$ cat src/rtl/mem_port_arbiter.sv
// Round-robin arbiter sharing one grant-less MMU port between instruction fetch and data.
// Optional watchdog on stalled MMU transactions: define MEM_ARB_TIMEOUT_EN.
module mem_port_arbiter #(
    parameter int ADDR_W         = 32,
    parameter int DATA_W         = 32,
    parameter int TIMEOUT_CYCLES = 1024
) (
    input  logic                clk,
    input  logic                rst,
    input  logic                instr_req_i,
    input  logic [ADDR_W-1:0]   instr_addr_i,
    output logic                instr_gnt_o,
    output logic                instr_rvalid_o,
    output logic [DATA_W-1:0]   instr_rdata_o,
    output logic                instr_err_o,
    input  logic                data_req_i,
    input  logic [ADDR_W-1:0]   data_addr_i,
    input  logic                data_we_i,
    input  logic [DATA_W/8-1:0] data_be_i,
    input  logic [DATA_W-1:0]   data_wdata_i,
    output logic                data_gnt_o,
    output logic                data_rvalid_o,
    output logic [DATA_W-1:0]   data_rdata_o,
    output logic                data_err_o,
    output logic                mem_req_o,
    output logic [ADDR_W-1:0]   mem_addr_o,
    output logic                mem_we_o,
    output logic [DATA_W/8-1:0] mem_be_o,
    output logic [DATA_W-1:0]   mem_wdata_o,
    input  logic                mem_rvalid_i,
    input  logic                mem_err_i,
    input  logic [DATA_W-1:0]   mem_rdata_i,
    output logic                busy_o
);

    typedef enum logic [1:0] {IDLE, ISSUE, RESP} state_t;

    state_t              r_state;
    state_t              w_nextState;
    logic                r_ownerInstr;
    logic                r_lastInstr;
    logic [ADDR_W-1:0]   r_memAddr;
    logic                r_memWe;
    logic [DATA_W/8-1:0] r_memBe;
    logic [DATA_W-1:0]   r_memWdata;
    logic [DATA_W-1:0]   r_instrRdata;
    logic                r_instrErr;
    logic [DATA_W-1:0]   r_dataRdata;
    logic                r_dataErr;
    logic                w_pickInstr;
    logic                w_pickData;
    logic                w_grant;
    logic                w_respTake;
    logic                w_timeout;

    // On a tie the requester that did not win last time takes the port.
    assign w_pickInstr = instr_req_i && (!data_req_i || !r_lastInstr);
    assign w_pickData  = data_req_i && !w_pickInstr;
    assign w_grant     = (r_state == IDLE) && (w_pickInstr || w_pickData);
    assign w_respTake  = (r_state == ISSUE) && (mem_rvalid_i || w_timeout);

`ifdef MEM_ARB_TIMEOUT_EN
    logic [31:0] r_timeoutCnt;

    assign w_timeout = (r_state == ISSUE) && !mem_rvalid_i &&
                       (r_timeoutCnt == 32'(TIMEOUT_CYCLES - 1));

    always_ff @(posedge clk or negedge rst) begin
        if (!rst) begin
            r_timeoutCnt <= '0;
        end else if (w_grant) begin
            r_timeoutCnt <= '0;
        end else if (r_state == ISSUE) begin
            r_timeoutCnt <= r_timeoutCnt + 32'd1;
        end
    end
`else
    assign w_timeout = 1'b0;
`endif

    always_ff @(posedge clk or negedge rst) begin
        if (!rst) begin
            r_state <= IDLE;
        end else begin
            r_state <= w_nextState;
        end
    end

    always_comb begin
        w_nextState = r_state;
        case (r_state)
            IDLE:    if (w_grant) w_nextState = ISSUE;
            ISSUE:   if (w_respTake) w_nextState = RESP;
            RESP:    w_nextState = IDLE;
            default: w_nextState = IDLE;
        endcase
    end

    // Request fields are captured at grant so the MMU sees a stable request until it responds.
    always_ff @(posedge clk or negedge rst) begin
        if (!rst) begin
            r_ownerInstr <= 1'b0;
            r_lastInstr  <= 1'b0;
            r_memAddr    <= '0;
            r_memWe      <= 1'b0;
            r_memBe      <= '0;
            r_memWdata   <= '0;
            r_instrRdata <= '0;
            r_instrErr   <= 1'b0;
            r_dataRdata  <= '0;
            r_dataErr    <= 1'b0;
        end else begin
            if (w_grant) begin
                r_ownerInstr <= w_pickInstr;
                r_lastInstr  <= w_pickInstr;
                if (w_pickInstr) begin
                    r_memAddr  <= instr_addr_i;
                    r_memWe    <= 1'b0;
                    r_memBe    <= '1;
                    r_memWdata <= '0;
                end else begin
                    r_memAddr  <= data_addr_i;
                    r_memWe    <= data_we_i;
                    r_memBe    <= data_be_i;
                    r_memWdata <= data_wdata_i;
                end
            end
            if (w_respTake) begin
                if (r_ownerInstr) begin
                    r_instrRdata <= w_timeout ? '0 : mem_rdata_i;
                    r_instrErr   <= w_timeout ? 1'b1 : mem_err_i;
                end else begin
                    r_dataRdata <= w_timeout ? '0 : mem_rdata_i;
                    r_dataErr   <= w_timeout ? 1'b1 : mem_err_i;
                end
            end
        end
    end

    assign instr_gnt_o    = (r_state == IDLE) && w_pickInstr;
    assign data_gnt_o     = (r_state == IDLE) && w_pickData;
    assign instr_rvalid_o = (r_state == RESP) && r_ownerInstr;
    assign data_rvalid_o  = (r_state == RESP) && !r_ownerInstr;
    assign instr_rdata_o  = r_instrRdata;
    assign instr_err_o    = r_instrErr;
    assign data_rdata_o   = r_dataRdata;
    assign data_err_o     = r_dataErr;
    assign mem_req_o      = (r_state == ISSUE);
    assign mem_addr_o     = r_memAddr;
    assign mem_we_o       = r_memWe;
    assign mem_be_o       = r_memBe;
    assign mem_wdata_o    = r_memWdata;
    assign busy_o         = (r_state != IDLE);

endmodule
$ cat config.mk
export PLATFORM = sky130hd
export DESIGN_NAME = mem_port_arbiter
export DESIGN_NICKNAME = d
export VERILOG_FILES = /design/src/rtl/mem_port_arbiter.sv
export SDC_FILE = /design/constraint.sdc
export NUM_CORES = 1
export LEC_CHECK = 0
export ABC_CLOCK_PERIOD_IN_PS = 4200
export CAP_MARGIN = 20
export CORE_MARGIN = 4
export CORE_UTILIZATION = 50
export CTS_BUF_LIST = sky130_fd_sc_hd__clkbuf_4 sky130_fd_sc_hd__clkbuf_8 sky130_fd_sc_hd__clkbuf_16
export DETAILED_ROUTE_END_ITERATION = 8
export DONT_BUFFER_PORTS = 1
export PLACE_DENSITY_LB_ADDON = 0.08
export RECOVER_POWER = 100
export SLEW_MARGIN = 20
export SYNTH_ARGS = -nofsm -noshare
export SYNTH_HDL_FRONTEND = slang
export SYNTH_SLANG_ARGS = --single-unit
export TNS_END_PERCENT = 10
$ cat constraint.sdc
create_clock -name clk -period 4.2 [get_ports clk]
set_input_delay 0.42 -clock clk [delete_from_list [all_inputs] [get_ports clk]]
set_output_delay 0.42 -clock clk [all_outputs]
set_load 0.03 [all_outputs]
==> flow_metrics.py, run 1 <==
metrics = {
    "global_route": {
        "track_usage": 0.185,
        "grt_max_degree": 139,
        "grt_pass1_vias": 3128,
        "antenna_found_initial": 0,
        "overflow": 0,
        "grt_pass1_wl_mm": 18.1,
    },
    "critical_path": {
        "end_kind": "output port",
        "ff2ff_setup_slack_ns": 1.34,
        "arrival_ns": 2.69,
        "crit_slowest_cell": "a21boi_2",
        "cpPeakStageDelay_ns": 1.23,
        "crit_fanout": 33,
        "crit_chain": "a21boi_2, and2_1",
        "crit_type": "register to output port",
        "required_ns": 3.78,
        "cp-start-kind": "register",
    },
    "synth": {
        "ys_seq_elements": 138,
        "synth_area_sq_um": 5500,
        "ys_seq_area_frac": 0.627,
        "synthCells": 346,
        "synth_area_per_cell_sq_um": 15.9,
        "syn_nets": 485,
        "yosys.cell_types.count": 23,
        "ys_warn_count": 0,
    },
    "clock_tree": {
        "clk-insertion-delay-late_ns": 0.51,
        "cts_tree": "done",
        "cts_resized": 0,
        "cts.sinks": 138,
        "root_buffer": "clkbuf_8",
        "clk_pin_slew_worst_paths_ns": 0.06,
        "clockBufferDepth": 2,
        "post-cts-setup-buffers": 0,
        "cts-buffers-inserted": 17,
        "cts_max_level": 4,
        "hold_buffers": 3,
    },
    "power_and_ir_drop": {
        "power_switching_uw": 2890,
        "p_clk_frac": 0.210,
        "p_leak_uw": 0.00265,
        "combPwrFrac": 0.186,
        "cellInternalPower_uw": 3460,
        "seqPwrFrac": 0.603,
        "power_density_nw_per_um2": 1030,
        "peakVddDrop_mv": 0.445,
        "power_uw": 6350,
        "swShare": 0.455,
    },
    "timing": {
        "worst_pin_slew_ns": 1.88,
        "tns_ns": 0,
        "hold_viol": 0,
        "rsz0062_at_grt": "no",
        "final_max_slew_viol_count": 105,
        "timing.slew.headroom": -0.254,
        "finalSetupViolations": 0,
        "finalCriticalPeriod_ns": 3.11,
        "fin_skew_ns": 0.00850,
        "fmax_ghz": 0.322,
        "hold_slack_ns": 0.0341,
        "period_share": 0.740,
    },
    "status": {
        "status": "finished, violations left",
        "violations": "max-capacitance violations, max-slew violations",
    },
    "run": {
        "drv_cap": 3,
    },
    "final_layout": {
        "layout-area-overhead-vs-synth_pct": 11.7,
        "finalNetCount": 488,
        "drive_gt1_frac": 0.459,
        "antennaDiodeCount": 0,
        "fin_util": 0.570,
    },
    "place": {
        "gp_congestion": 0.760,
        "dp.final_hpwl_mm": 8.57,
        "io_buffers": 0,
    },
    "die": {
        "fp.coreArea_sq_um": 10800,
        "io_pins": 280,
        "num_rows": 38,
        "dieArea_sq_um": 12800,
        "start_util": 0.510,
        "die_w_um": 113,
        "die_h_um": 113,
    },
    "routing": {
        "route.detailed.vias_per_inst": 5.67,
        "wl_per_cell_um": 23.7,
        "vias": 2847,
        "antenna_left": 0,
        "routed_wirelength_mm": 11.9,
        "drt-pass1-iter-count": 4,
        "drc": 0,
        "first_iter_violations": 188,
    },
    "worst_hold_path": {
        "min-delay-path-class": "input pin to register",
    },
}
routing by layer:
layer | vias up | global-route usage | part of all wire
met5 | - | 0 | 0
li1 | 1265 | - | -
met3 | 21 | 0.0791 | 0.11
met2 | 169 | 0.303 | 0.50
met4 | 0 | 0.0809 | 0.022
met1 | 1392 | 0.213 | 0.37
kinds of logic (layout without fill, tap and decap cells):
| group | after synthesis | in the layout | synth area share |
|---|---|---|---|
| buffers and inverters | 25 | 41 | 0.0277 |
| muxes | 130 | 130 | 0.266 |
| DFF | 138 | 138 | 0.627 |
| AOI/OAI and AO/OA | 42 | 42 | 0.0657 |
| and+or+nand+nor | 11 | 11 | 0.0132 |
sequential cells by signal (all words and copies together) (netlist names):
signal and cells:
mem_we_o 1, data_err_o 1, r_lastInstr 1, r_state 2, instr_err_o 1, mem_wdata_o 32, mem_be_o 4, mem_addr_o 32
data_rdata_o 32, instr_rdata_o 32
final cells by class:
type | instances | area, sq um
clock buffers | 20 | 455
clock inverters | 12 | 91.3
fillers | 878 | 4650
inverters | 3 | 12.5
multi-input cells | 183 | 1900
flip-flops and latches | 138 | 3450
well taps | 140 | 175
repair buffers | 6 | 58.8
final timing paths:
check,startpoint,to,cells past startpoint
worst max-delay path,r_lastInstr,instr_gnt_o,2
worst min-delay path,data_wdata_i[6],mem_wdata_o[6],1
worst max register to register,r_state[1],mem_addr_o[29],4
worst min register to register,r_state[0],r_state[0],2
max in group asynchronous,rst,mem_addr_o[19],2
min in group asynchronous,rst,instr_rdata_o[30],2
through the flow:
| step | instance area (sq um) | instances | setup slack [ns] |
|---|---|---|---|
| floorplan | 5500 | 346 | 2.44 |
| detailed placement | 5580 | 467 | 2.02 |
| finish | 6150 | 502 | 1.09 |
| global placement | 5580 | 467 | 2.07 |
| CTS | 6180 | 502 | 1.46 |
| global route | 6150 | 502 | 0.883 |
cell usage after synthesis:
cell | instances | area, sq um
nor2b_1 | 2 | 12.5
o21ai_1 | 1 | 5.00
or2_1 | 1 | 6.26
o22a_1 | 4 | 35.0
clkbuf_1 | 3 | 11.3
nand2_1 | 1 | 3.75
and3b_1 | 2 | 17.5
mux2_2 | 130 | 1460
o21ai_0 | 1 | 5.00
and2_1 | 1 | 6.26
buf_6 | 4 | 45.0
a22o_1 | 34 | 298
buf_2 | 13 | 65.1
nand2b_1 | 1 | 6.26
clkinv_4 | 1 | 8.76
or3b_1 | 1 | 8.76
o21a_1 | 1 | 7.51
inv_1 | 2 | 7.51
buf_4 | 2 | 15.0
a21boi_2 | 1 | 11.3
dfrtp_1 | 138 | 3450
nor2_1 | 1 | 3.75
nor3b_1 | 1 | 7.51
cells in the final DEF (no fill, tap or decap), types with 2 or more instances in the layout:
master	netlist	routed
dlygate4sd3_1	0	2
mux2_2	130	130
and3b_1	2	2
inv_1	2	2
clkbuf_8	0	4
clkinv_4	1	2
a22o_1	34	34
inv_6	0	3
clkbuf_1	3	3
clkbuf_16	0	16
clkinv_2	0	2
o21ai_0	1	2
clkinvlp_4	0	5
o22a_1	4	4
dfrtp_1	138	138
worst max-delay path, delay by kind of cell (launching register included):
kind             cells  cell delay (ns)
AO/OA/AOI/OAI        1             1.23
flip-flops           1             0.46
AND/OR/NAND/NOR      1             0.46
power groups by stage:
| stage | registers, uW | logic [uW] | clock network, uW |
|---|---|---|---|
| finish | 3830 | 1180 | 1340 |
| global route | 3910 | 1310 | 1430 |
| CTS | 3860 | 1200 | 1370 |
| detailed placement | 3870 | 1180 | 0 |
| global placement | 3880 | 1130 | 0 |
| floorplan | 3640 | 1070 | 0 |
(Power assumes the default switching activity.)
==> run 2: changes to the inputs <==
- ABC_CLOCK_PERIOD_IN_PS: 4200 -> 3150
- clock period: 4.2 -> 3.15 ns (I/O delays scaled with it)
==> flow_metrics.py, run 2 (synthesized netlist as in run 1, its figures left out) <==
metrics = {
    "critical_path": {
        "end_kind": "output port",
        "arrival_ns": 2.19,
        "r2r_start": "r_state[0]",
        "ff2ff_setup_slack_ns": 0.99,
        "crit_chain": "a21boi_4, clkbuf_2, and2_1",
        "reg2reg_depth": 4,
        "crit_cells": 3,
        "crit_buf_inv": 1,
        "crit_type": "register to output port",
        "crit_fanout": 33,
        "crit_slowest_cell": "clkbuf_2",
        "required_ns": 2.83,
        "cp-start-kind": "register",
        "r2r_end": "r_state[0]",
        "cpPeakStageDelay_ns": 0.61,
        "critPathTopFamily": "buffers and inverters",
    },
    "clock_tree": {
        "root_buffer": "clkbuf_8",
        "clk-insertion-delay-late_ns": 0.51,
        "hold_buffers": 71,
        "post-cts-setup-buffers": 0,
        "cts_resized": 0,
        "clockBufferDepth": 2,
        "cts-buffers-inserted": 17,
        "cts_max_level": 4,
        "cts.sinks": 138,
        "cts_tree": "done",
        "clk_pin_slew_worst_paths_ns": 0.06,
    },
    "final_layout": {
        "finalNetCount": 559,
        "drive_gt1_frac": 0.387,
        "fin_util": 0.639,
        "mostFrequentLayoutCells": "dfrtp_1, mux2_2, dlygate4sd3_1",
        "layout-area-overhead-vs-synth_pct": 25.3,
        "antennaDiodeCount": 0,
        "final_common_cell": "dfrtp_1",
        "final_cell_count_no_fill": 572,
        "fillCellCount": 792,
    },
    "power_and_ir_drop": {
        "combPwrFrac": 0.187,
        "swShare": 0.437,
        "p_clk_frac": 0.231,
        "seqPwrFrac": 0.583,
        "power_switching_uw": 3840,
        "power_uw": 8770,
        "p_leak_uw": 0.00299,
        "power_density_nw_per_um2": 1270,
        "peakVddDrop_mv": 0.665,
        "cellInternalPower_uw": 4940,
    },
    "timing": {
        "tns_ns": 0,
        "final_max_slew_viol_count": 0,
        "hold_viol": 138,
        "finalSetupViolations": 0,
        "rsz0062_at_grt": "no",
        "period_share": 0.794,
        "fmax_ghz": 0.400,
        "finalCriticalPeriod_ns": 2.50,
        "fin_skew_ns": 0.00591,
        "worst_pin_slew_ns": 1.48,
        "finalWorstSetupSlack_ns": 0.648,
        "timing.slew.headroom": 0.0131,
        "hold_slack_ns": -0.498,
    },
    "worst_hold_path": {
        "min-delay-path-class": "input pin to async pin",
    },
    "global_route": {
        "grt_max_degree": 139,
        "grt_pass1_wl_mm": 19.7,
        "grt_pass1_vias": 3579,
        "overflow": 0,
        "antenna_found_initial": 0,
        "track_usage": 0.200,
    },
    "die": {
        "die_w_um": 113,
        "fp.coreArea_sq_um": 10800,
        "dieArea_sq_um": 12800,
        "start_util": 0.510,
        "die_h_um": 113,
        "io_pins": 280,
        "num_rows": 38,
    },
    "routing": {
        "wl_per_cell_um": 22.4,
        "drt-pass1-iter-count": 4,
        "route.detailed.vias_per_inst": 5.58,
        "drc": 0,
        "vias": 3193,
        "routed_wirelength_mm": 12.8,
        "first_iter_violations": 145,
        "antenna_left": 0,
    },
    "place": {
        "gp_congestion": 0.743,
        "place_ws_ns": 1.32,
        "dp.cells": 470,
        "io_buffers": 0,
        "dp.final_hpwl_mm": 8.60,
    },
    "run": {
        "drv_cap": 0,
    },
    "status": {
        "status": "finished, violations left",
        "violations": "negative hold slack",
    },
}
==> run 2: per-stage QoR <==
stage / instance area [sq um] / hold slack, ns
finish: 6900 / -0.498
global route: 6900 / -0.527
CTS: 6930 / -0.533
detailed placement: 5610 / 0.0218
global placement: 5610 / 0.0224
floorplan: 5500 / 0.0194
==> run 2: worst reg2reg max path, stage by stage, from the launching register on <==
cell,delay [ns]
dfrtp_1,0.41
nor2_1,0.11
o21ai_0,0.10
clkbuf_1,1.10
o21ai_0,0.25
==> run 2: worst max-delay path by stage <==
stage,endpoint,startpoint
finish,instr_gnt_o,r_lastInstr
global route,instr_gnt_o,r_lastInstr
CTS,instr_gnt_o,r_lastInstr
detailed placement,mem_addr_o[9],r_lastInstr
global placement,mem_addr_o[9],r_lastInstr
floorplan,mem_addr_o[10],r_lastInstr
==> run 2: power groups by stage <==
stage	Combinational [uW]	Clock [uW]	Sequential (uW)
3_3_place_gp	1520	0	5170
5_1_grt	1800	2150	5230
2_1_floorplan	1430	0	4860
3_5_place_dp	1590	0	5150
6_report	1640	2020	5110
4_1_cts	1660	2070	5140
==> run 2: layer usage <==
metal | track usage | vias to the layer above | routed length (um)
met5 | 0 | - | 0
met4 | 0.0841 | 0 | 314
met3 | 0.0840 | 26 | 1360
met2 | 0.342 | 180 | 6690
met1 | 0.219 | 1586 | 4430
li1 | - | 1401 | -
==> run 2: final cells by class <==
class / count / area (sq um) / share of cell area
multi-input cells: 183 / 1910 / 0.276
inverters: 3 / 15.0 / 0.00218
well taps: 140 / 175 / 0.0254
clock buffers: 19 / 435 / 0.0631
clock inverters: 12 / 174 / 0.0252
flip-flops and latches: 138 / 3450 / 0.501
repair buffers: 77 / 738 / 0.107
